--- src/rtl/case_xform_pkg.sv ---
// case_xform_pkg: case-mode encodings, ASCII letter bounds and the byte case-mapping function.
package case_xform_pkg;

    localparam logic [1:0] MODE_PASS  = 2'd0;
    localparam logic [1:0] MODE_UPPER = 2'd1;
    localparam logic [1:0] MODE_LOWER = 2'd2;
    localparam logic [1:0] MODE_SWAP  = 2'd3;

    localparam logic [7:0] ASC_UA = 8'h41;
    localparam logic [7:0] ASC_UZ = 8'h5A;
    localparam logic [7:0] ASC_LA = 8'h61;
    localparam logic [7:0] ASC_LZ = 8'h7A;

    function automatic logic [7:0] case_map(input logic [7:0] b, input logic [1:0] mode);
        logic up;
        logic lo;
        up = b >= ASC_UA && b <= ASC_UZ;
        lo = b >= ASC_LA && b <= ASC_LZ;
        return (lo && (mode == MODE_UPPER || mode == MODE_SWAP)) ? b - 8'h20 :
               (up && (mode == MODE_LOWER || mode == MODE_SWAP)) ? b + 8'h20 : b;
    endfunction

endpackage

--- src/rtl/case_xform_fifo.sv ---
// case_xform_fifo: first-word-fall-through ring buffer with flush and an explicit occupancy counter.
module case_xform_fifo #(
    parameter int DEPTH = 16,
    localparam int AW = $clog2(DEPTH),
    localparam int CW = $clog2(DEPTH + 1)
) (
    input  logic          clk,
    input  logic          rst,
    input  logic          push,
    input  logic          pop,
    input  logic          flush,
    input  logic [7:0]    din,
    output logic [7:0]    dout,
    output logic [CW-1:0] count
);

    logic [7:0]    mem [DEPTH];
    logic [AW-1:0] wr_ptr;
    logic [AW-1:0] rd_ptr;
    logic          do_pop;

    assign do_pop = pop && count != '0;
    assign dout   = count != '0 ? mem[rd_ptr] : '0;

    always_ff @(posedge clk or posedge rst) begin
        if (rst) begin
            wr_ptr <= '0;
            rd_ptr <= '0;
            count  <= '0;
        end else if (flush) begin
            wr_ptr <= '0;
            rd_ptr <= '0;
            count  <= '0;
        end else begin
            if (push) wr_ptr <= wr_ptr + 1'b1;
            if (do_pop) rd_ptr <= rd_ptr + 1'b1;
            count <= count + CW'(push) - CW'(do_pop);
        end
    end

    // Storage needs no reset: dout is masked to zero while the buffer is empty.
    always_ff @(posedge clk) begin
        if (push && !flush) mem[wr_ptr] <= din;
    end

endmodule

--- src/rtl/uart_case_xform.sv ---
// uart_case_xform: case-mapping byte stream stage between uart_rx and uart_tx,
// with FWFT buffering, flow-control flags and drop statistics.
module uart_case_xform
    import case_xform_pkg::*;
#(
    parameter int DEPTH    = 16,
    parameter int AF_LEVEL = 12,
    parameter int CNT_W    = 8,
    localparam int CW = $clog2(DEPTH + 1)
) (
    input  logic             i_clk,
    input  logic             i_rst,
    input  logic [7:0]       i_rx_data,
    input  logic             i_rx_valid,
    input  logic [1:0]       i_mode,
    input  logic             i_flush,
    input  logic             i_clr_stat,
    output logic [7:0]       o_tx_data,
    output logic             o_tx_valid,
    input  logic             i_tx_ready,
    output logic [CW-1:0]    o_count,
    output logic             o_almost_full,
    output logic             o_full,
    output logic             o_overflow,
    output logic [CNT_W-1:0] o_drop_cnt
);

    logic pop;
    logic push;
    logic drop;

    assign o_tx_valid    = o_count != '0;
    assign o_full        = o_count == CW'(DEPTH);
    assign o_almost_full = o_count >= CW'(AF_LEVEL);

    // A full buffer still accepts a byte when the head leaves on the same edge.
    assign pop  = o_tx_valid && i_tx_ready;
    assign push = i_rx_valid && !i_flush && (!o_full || pop);
    assign drop = i_rx_valid && !i_flush && o_full && !pop;

    case_xform_fifo #(.DEPTH(DEPTH)) u_fifo (
        .clk   (i_clk),
        .rst   (i_rst),
        .push  (push),
        .pop   (pop),
        .flush (i_flush),
        .din   (case_map(i_rx_data, i_mode)),
        .dout  (o_tx_data),
        .count (o_count)
    );

    always_ff @(posedge i_clk or posedge i_rst) begin
        if (i_rst) begin
            o_overflow <= 1'b0;
            o_drop_cnt <= '0;
        end else begin
            o_overflow <= i_clr_stat ? drop : o_overflow | drop;
            o_drop_cnt <= i_clr_stat ? CNT_W'(drop) :
                          (drop && o_drop_cnt != '1) ? o_drop_cnt + 1'b1 : o_drop_cnt;
        end
    end

endmodule

--- config.mk ---
export PLATFORM = sky130hd
export DESIGN_NAME = uart_case_xform
export DESIGN_NICKNAME = d
export VERILOG_FILES = /design/src/rtl/case_xform_pkg.sv /design/src/rtl/case_xform_fifo.sv /design/src/rtl/uart_case_xform.sv
export SDC_FILE = /design/constraint.sdc
export NUM_CORES = 1
export LEC_CHECK = 0
export ABC_AREA = 1
export CORE_UTILIZATION = 35
export CTS_CLUSTER_SIZE = 25
export DETAILED_ROUTE_END_ITERATION = 8
export DONT_BUFFER_PORTS = 1
export GPL_TIMING_DRIVEN = 1
export PLACE_DENSITY = 0.55
export SLEW_MARGIN = 20
export SYNTH_ARGS = -nofsm -noshare
export SYNTH_HDL_FRONTEND = slang
export SYNTH_HIERARCHICAL = 1
export SYNTH_SLANG_ARGS = --single-unit
--- constraint.sdc ---
create_clock -name i_clk -period 5.3 [get_ports i_clk]
set_input_delay 0 -clock i_clk [delete_from_list [all_inputs] [get_ports i_clk]]
set_output_delay 0 -clock i_clk [all_outputs]
set_load 0.1 [all_outputs]
==> summary.txt, run 1 <==
Number of synthesized flops with an enable pin: 128
Slack of the critical path: 1530 ps
Y dimension of the die: 145 um
Number of antenna violations at the first check in global routing: 1
Final Hold Fails: 4
H-Tree Depth: 4
Clock tree skew after final layout: 9.40 ps
Netlist cell types: 29
Clock buffers created by TritonCTS: 17
Required time at the worst-slack endpoint: 5350 ps
Proportion of netlist area held by the largest area contributor: 0.539
Crit path kind: reg -> reg
PD cells: 498 nW/um2
Wire length of the first global-routing pass: 26700 um
Per-cell via count in the routed design: 4.68
Number of I/O pins: 41
Capturing element type of the critical path: flip-flop
Number of nets at the end of the flow: 800
Core ar.: 19700 um2
Met3 track demand over resource: 0.0434
Input/output buffers: 0
Post-cts repair resize count: 0
GR Layer Usage met1: 0.235
Biggest area consumer among synthesized cells: sky130_fd_sc_hd__edfxtp_1
Length of the first detailed-routing pass in iterations: 5
Post-Place Setup Slack: 1600 ps
Total wire length: 17100 um
Worst hold path class: in -> async
Post-synthesis instance total: 752
Site Rows: 51
Global-route met2 utilization: 0.286
Number of global-route vias before repair: 4812
Maximum number of pins on one net before global-route repair: 68
Leakage power summed over all cells: 3.49 nW
Placer congestion estimate: 0.791
Slowest cell delay on critical path: 1000 ps
Cells traversed along the worst timing path: inv_1 -> nand4_1 -> buf_4 -> nand2_1 -> a21oi_1 -> inv_1 -> nor2_1 -> nand2_1 -> nor2_1
Die width: 145 um
Residual DRC: 0
Filler Cells Inserted: 1880
Post-synthesis sequential element count: 150
Critical-path maximum fanout: 8
Achievable clock frequency: 0.266 GHz
Number of DRC violations after detailed-routing iteration 0: 434
Signal arrival time at the worst endpoint: 3810 ps
Area Growth Syn to Fin: 14.8%
Crit path max-delay cell type: sky130_fd_sc_hd__dfrtp_1
Number of pins with negative max-slew slack in the final report: 0
Count leader, synth: sky130_fd_sc_hd__nand2_1
Worst IR Drop VDD: 0.000249 V
Clock tree from TritonCTS: done
Post-synth net total: 783
Clock tree root driver cell: sky130_fd_sc_hd__clkbuf_16
Per-instance average area after synthesis: 9.48 um2
Clk pin slew, worst setup/hold paths: 60 ps
Number of endpoints failing setup at the final stage: 0
Detailed-route wire length per cell: 16.4 um
Crit share post-route: 0.710
Number of antenna cells inserted: 0
Register-to-Register Path Depth: 9
Slew at the pin closest to its max-slew limit: 1040 ps
Number of clock sinks seen by CTS: 150
Post-DP HPWL: 10600 um
Clk_lat worst skew: 420 ps
Clock tree buffer depth: 2
Unrepaired setup endpoints after global routing: false
Status: complete, but fails checks
Top cell types by occurrence after synthesis: sky130_fd_sc_hd__nand2_1 (256), sky130_fd_sc_hd__edfxtp_1 (128), sky130_fd_sc_hd__inv_1 (100)
Most Used Layer, Global Route: met2
Launch instance of the worst register-to-register path: u_fifo/count[4]$_DFF_PP0_
Share of layout cells above drive strength 1: 0.0935
Ys Warns: 6
GRT Total Usage: 0.179
Synth async-reset ratio: 0.147
Starting utilization of the core area: 0.362
MaxCap Viol Count: 0
Cell area after synthesis: 7130 um2
Final ANT Viol Nets: 0
Slew HR: 0.304
Top cells by area, synth: sky130_fd_sc_hd__edfxtp_1 (54%), sky130_fd_sc_hd__nand2_1 (13%), sky130_fd_sc_hd__dfrtp_1 (7.7%)
Type of origin of the critical path: flip-flop
Number of vias after detailed routing: 4893
Total die area: 20900 um2
Aggregate negative setup slack: 0 ps
Top_reg_cell synth: sky130_fd_sc_hd__edfxtp_1
Worst reg-to-reg setup slack: 1530 ps
Worst reg2reg endpoint: u_fifo/mem[5][3]$_DFFE_PP_
Share of synthesized area occupied by flip-flops and latches: 0.616
Post-route worst hold slack: -2.20 ps
Sum of overflow across all layers after global routing: 0
Minimum period implied by the final worst setup slack: 3770 ps
Violations in the final reports: hold timing
[report_power, final]
part | switching [W] | internal (W) | leakage, nW
logic | 0.00112 | 0.000314 | 1.74
registers | 0.0000502 | 0.00131 | 1.45
clock network | 0.000485 | 0.000792 | 0.304
[area by class of cell]
class                      instances  area [um2]  area share
sequential                       150        4400       0.537
clock inverter                    14         200      0.0244
multi-input combinational        467        2220       0.271
inverter                         108         407      0.0497
tap                              265         332      0.0405
timing repair buffer              25         213      0.0260
clock buffer                      17         425      0.0520
[worst max-delay path, delay by kind of cell, from the launching register on]
kind                   cells  cell delay (ps)
AND/OR/NAND/NOR            5             1410
flip-flops                 1             1000
buffers and inverters      3              520
AO/OA/AOI/OAI              1              460
[routing by layer]
layer  wire length, um  vias to the layer above  share of wire
li1                  -                     2472              -
met1              7870                     2259           0.46
met2              8140                      128           0.48
met3               726                       30          0.042
met4               374                        4          0.022
met5                27                        -         0.0016
[how the worst max path moves through the flow]
| stage | end | slack, ps | startpoint | cells after the start |
|---|---|---|---|---|
| after floorplan | u_fifo/count[4]$_DFF_PP0_ | 1300 | u_fifo/count[1]$_DFF_PP0_ | 17 |
| after global placement | u_fifo/mem[5][3]$_DFFE_PP_ | 1640 | u_fifo/count[4]$_DFF_PP0_ | 9 |
| after detailed placement | u_fifo/mem[1][2]$_DFFE_PP_ | 1600 | u_fifo/count[4]$_DFF_PP0_ | 7 |
| after CTS | u_fifo/mem[5][3]$_DFFE_PP_ | 1580 | u_fifo/count[4]$_DFF_PP0_ | 9 |
| after global routing | u_fifo/mem[5][0]$_DFFE_PP_ | 1230 | u_fifo/count[4]$_DFF_PP0_ | 9 |
| final | u_fifo/mem[5][3]$_DFFE_PP_ | 1530 | u_fifo/count[4]$_DFF_PP0_ | 9 |
[cells by family after synthesis]
kind of cell | synth area share
adders and majority gates | 0.0274
xor gates and xnor gates | 0.00737
DFF | 0.616
and+or+nand+nor | 0.247
AOI/OAI and AO/OA | 0.0247
buffers and inverters | 0.0777
[state kept, by name, indices dropped and copies added, names as in the netlist]
name and cells:
u_fifo/mem 128, o_drop_cnt 8, u_fifo/count 5, u_fifo/rd_ptr 4, u_fifo/wr_ptr 4, o_overflow 1
[placed cells by master (no fill, tap or decap), drive strengths merged]
master and count:
nand4 8, a21oi 21, dfrtp 22, xor2 6, o21bai 1, bufinv 4, clkbuf 17, inv 111
nand2 261, edfxtp 128, clkinv 6, nor2 40, dlygate4sd3 10, ha 14, nor3 6, buf 15
o21ai 10, clkinvlp 1, nand3 97, a31oi 1, fa 1, a21o 1
[timing repair]
item	in CTS	in global routing
hold buffers	10	0
hold endpoints to repair	124	0
setup buffers	0	0
setup endpoints to repair	0	0
[per-stage QoR]
stage          instance area, um2   util  instances  power (W)
2_1_floorplan                7130      -        752    0.00250
6_report                     8190  0.415       1046    0.00408
3_3_place_gp                 7460  0.378       1005    0.00280
3_5_place_dp                 7460  0.378       1005    0.00280
4_1_cts                      8190  0.415       1046    0.00410
5_1_grt                      8190  0.415       1046    0.00427
No activity file was read; power rests on OpenSTA's default activity.
==> run 2: changes to the inputs <==
--- a/config.mk
+++ b/config.mk
@@ -11,7 +11,7 @@
 export DETAILED_ROUTE_END_ITERATION = 8
 export DONT_BUFFER_PORTS = 1
 export GPL_TIMING_DRIVEN = 1
-export PLACE_DENSITY = 0.55
+export PLACE_DENSITY = 0.57
 export SLEW_MARGIN = 20
 export SYNTH_ARGS = -nofsm -noshare
 export SYNTH_HDL_FRONTEND = slang
==> constraint.sdc (replaced) <==
create_clock -name i_clk -period 3.25 [get_ports i_clk]
set_input_delay 0 -clock i_clk [delete_from_list [all_inputs] [get_ports i_clk]]
set_output_delay 0 -clock i_clk [all_outputs]
set_load 0.1 [all_outputs]
==> summary.txt, run 2 (synthesized netlist as in run 1, its figures left out) <==
Final Hold Fails: 0 (was 4)
Filler Cells Inserted: 1890 (was 1880)
Cells traversed along the worst timing path: nor2_4 -> nand4_1 -> nand2_1 -> inv_1 -> nand2_2 -> inv_2 -> ha_4 -> inv_2 -> ha_4 -> inv_2 -> fa_2 -> inv_2 -> nand2_1 -> a21oi_1 -> nor2_1 -> o21ai_1 -> a21oi_1 (was inv_1 -> nand4_1 -> buf_4 -> nand2_1 -> a21oi_1 -> inv_1 -> nor2_1 -> nand2_1 -> nor2_1)
PD cells: 793 nW/um2 (was 498 nW/um2)
Starting utilization of the core area: 0.362 (unchanged)
Post-route worst hold slack: 3.41 ps (was -2.20 ps)
Final ANT Viol Nets: 0 (unchanged)
Slowest cell delay on critical path: 630 ps (was 1000 ps)
Critical-path maximum fanout: 5 (was 8)
H-Tree Depth: 4 (unchanged)
Input/output buffers: 0 (unchanged)
Share of layout cells above drive strength 1: 0.133 (was 0.0935)
Core ar.: 19700 um2 (unchanged)
Cell class contributing the biggest share of worst-path delay: adder cells (was simple AND/OR/NAND/NOR gates)
Residual DRC: 0 (unchanged)
Number of global-route vias before repair: 4694 (was 4812)
Post-layout util: 0.422 (was 0.415)
Unrepaired setup endpoints after global routing: false (unchanged)
Crit path kind: reg -> reg (unchanged)
Number of antenna cells inserted: 0 (unchanged)
Clk_lat worst skew: 420 ps (about the same)
Number of I/O pins: 41 (unchanged)
Number of endpoints failing setup at the final stage: 0 (unchanged)
Number of vias after detailed routing: 4990 (was 4893)
Detailed-route wire length per cell: 16.1 um (was 16.4 um)
Y dimension of the die: 145 um (unchanged)
Type of origin of the critical path: flip-flop (unchanged)
Crit share post-route: 0.830 (was 0.710)
Status: complete, no violations (was complete, but fails checks)
Clock tree buffer depth: 2 (unchanged)
Total die area: 20900 um2 (unchanged)
Registers with the highest flip-flop counts: u_fifo/mem: 128 flops, o_drop_cnt: 8 flops, u_fifo/count: 5 flops (unchanged)
GRT Total Usage: 0.177 (was 0.179)
Clock tree from TritonCTS: done (unchanged)
Placed Cells: 1019 (was 1005)
Worst hold path class: in -> async (unchanged)
Signal arrival time at the worst endpoint: 3000 ps (was 3810 ps)
Number of nets at the end of the flow: 814 (was 800)
MaxCap Viol Count: 0 (unchanged)
Per-cell via count in the routed design: 4.71 (was 4.68)
Minimum period implied by the final worst setup slack: 2700 ps (was 3770 ps)
Clock tree root driver cell: sky130_fd_sc_hd__clkbuf_16 (unchanged)
Number of pins with negative max-slew slack in the final report: 0 (unchanged)
Maximum number of pins on one net before global-route repair: 67 (was 68)
Setup Buffers After CTS: 0 (unchanged)
Area Growth Syn to Fin: 16.7% (was 14.8%)
Sum of overflow across all layers after global routing: 0 (unchanged)
Site Rows: 51 (unchanged)
Count of non-filler cells in the finished layout: 1060 (was 1046)
Total wire length: 17100 um (about the same)
Die width: 145 um (unchanged)
Wire length of the first global-routing pass: 26900 um (was 26700 um)
Capturing element type of the critical path: flip-flop (unchanged)
Placer congestion estimate: 0.849 (was 0.791)
Number of antenna violations at the first check in global routing: 0 (was 1)
Cell with the most instances on the worst path: sky130_fd_sc_hd__inv_2
Highest-count cells in the layout ignoring fill and taps: sky130_fd_sc_hd__nand2_1 (255), sky130_fd_sc_hd__edfxtp_1 (128), sky130_fd_sc_hd__nand3_1 (97), sky130_fd_sc_hd__inv_1 (96), sky130_fd_sc_hd__buf_4 (29) (was sky130_fd_sc_hd__nand2_1 (256), sky130_fd_sc_hd__edfxtp_1 (128), sky130_fd_sc_hd__inv_1 (100), sky130_fd_sc_hd__nand3_1 (97), sky130_fd_sc_hd__nor2_1 (37))
Worst IR Drop VDD: 0.000348 V (was 0.000249 V)
Most common cell after layout, fill and taps aside: sky130_fd_sc_hd__nand2_1 (unchanged)
Post-DP HPWL: 11200 um (was 10600 um)
Clock buffers created by TritonCTS: 17 (unchanged)
Slew at the pin closest to its max-slew limit: 904 ps (was 1040 ps)
Leakage power summed over all cells: 3.52 nW (was 3.49 nW)
Number of flip-flops under the largest register name: 128 (unchanged)
Clock tree skew after final layout: 8.00 ps (was 9.40 ps)
Crit path max-delay cell type: sky130_fd_sc_hd__dfrtp_4 (was sky130_fd_sc_hd__dfrtp_1)
Achievable clock frequency: 0.371 GHz (was 0.266 GHz)
Slew HR: 0.398 (was 0.304)
Clk pin slew, worst setup/hold paths: 60 ps (about the same)
Buf/Inv on CP: 5 (was 3)
Register with the most flip-flops: u_fifo/mem (unchanged)
Number of DRC violations after detailed-routing iteration 0: 399 (was 434)
Number of clock sinks seen by CTS: 150 (unchanged)
Length of the first detailed-routing pass in iterations: 6 (was 5)
Required time at the worst-slack endpoint: 3550 ps (was 5350 ps)
[run 2: path summary, 6_finish.rpt]
| kind | from | to | slack, ps | depth (start not counted) |
|---|---|---|---|---|
| min reg2reg | u_fifo/wr_ptr[3]$_DFFE_PP0P_ | u_fifo/wr_ptr[3]$_DFFE_PP0P_ | 610 | 2 |
| max | u_fifo/count[2]$_DFF_PP0_ | u_fifo/count[4]$_DFF_PP0_ | 550 | 17 |
| min | i_rst | o_drop_cnt[3]$_DFFE_PP0P_ | 3 | 2 |
| max in group asynchronous | i_rst | u_fifo/count[1]$_DFF_PP0_ | 2740 | 2 |
| max reg2reg | u_fifo/count[2]$_DFF_PP0_ | u_fifo/count[4]$_DFF_PP0_ | 550 | 17 |
| min in group i_clk | i_mode[1] | u_fifo/mem[10][5]$_DFFE_PP_ | 90 | 3 |
[run 2: metal layers]
layer  track usage  wire length [um]  up-vias
li1              -                 -     2501
met1         0.249              7980     2331
met2         0.270              7780      136
met3        0.0401              1030       22
met4        0.0598               281        0
met5             0                 0        -
[run 2: metrics by stage]
step / setup WS [ps] / power (W) / setup TNS (ps) / instance area (um2)
after floorplan: -379 / 0.00414 / -614 / 7210
after global placement: 617 / 0.00466 / 0 / 7650
after detailed placement: 560 / 0.00466 / 0 / 7650
after CTS: 547 / 0.00664 / 0 / 8320
after global routing: 356 / 0.00692 / 0 / 8320
final: 553 / 0.00660 / 0 / 8320
[run 2: what timing repair did]
item                      4_1_cts  5_1_grt
gates resized for setup         0        0
hold buffers                   10        0
hold endpoints to repair      124        0
[run 2: power by group]
group          leakage, nW  switching (W)  internal [W]
Clock                0.272       0.000736       0.00119
Combinational         1.81        0.00178      0.000529
Sequential            1.44       0.000204       0.00216
[run 2: area by class of cell]
| cell class | count | area, um2 | share of cell area |
|---|---|---|---|
| clock buffer | 21 | 440 | 0.0529 |
| clock inverter | 10 | 131 | 0.0158 |
| tap | 265 | 332 | 0.0399 |
| sequential | 150 | 4410 | 0.531 |
| inverter | 108 | 405 | 0.0487 |
| timing repair buffer | 39 | 318 | 0.0382 |
| multi-input combinational | 467 | 2280 | 0.274 |
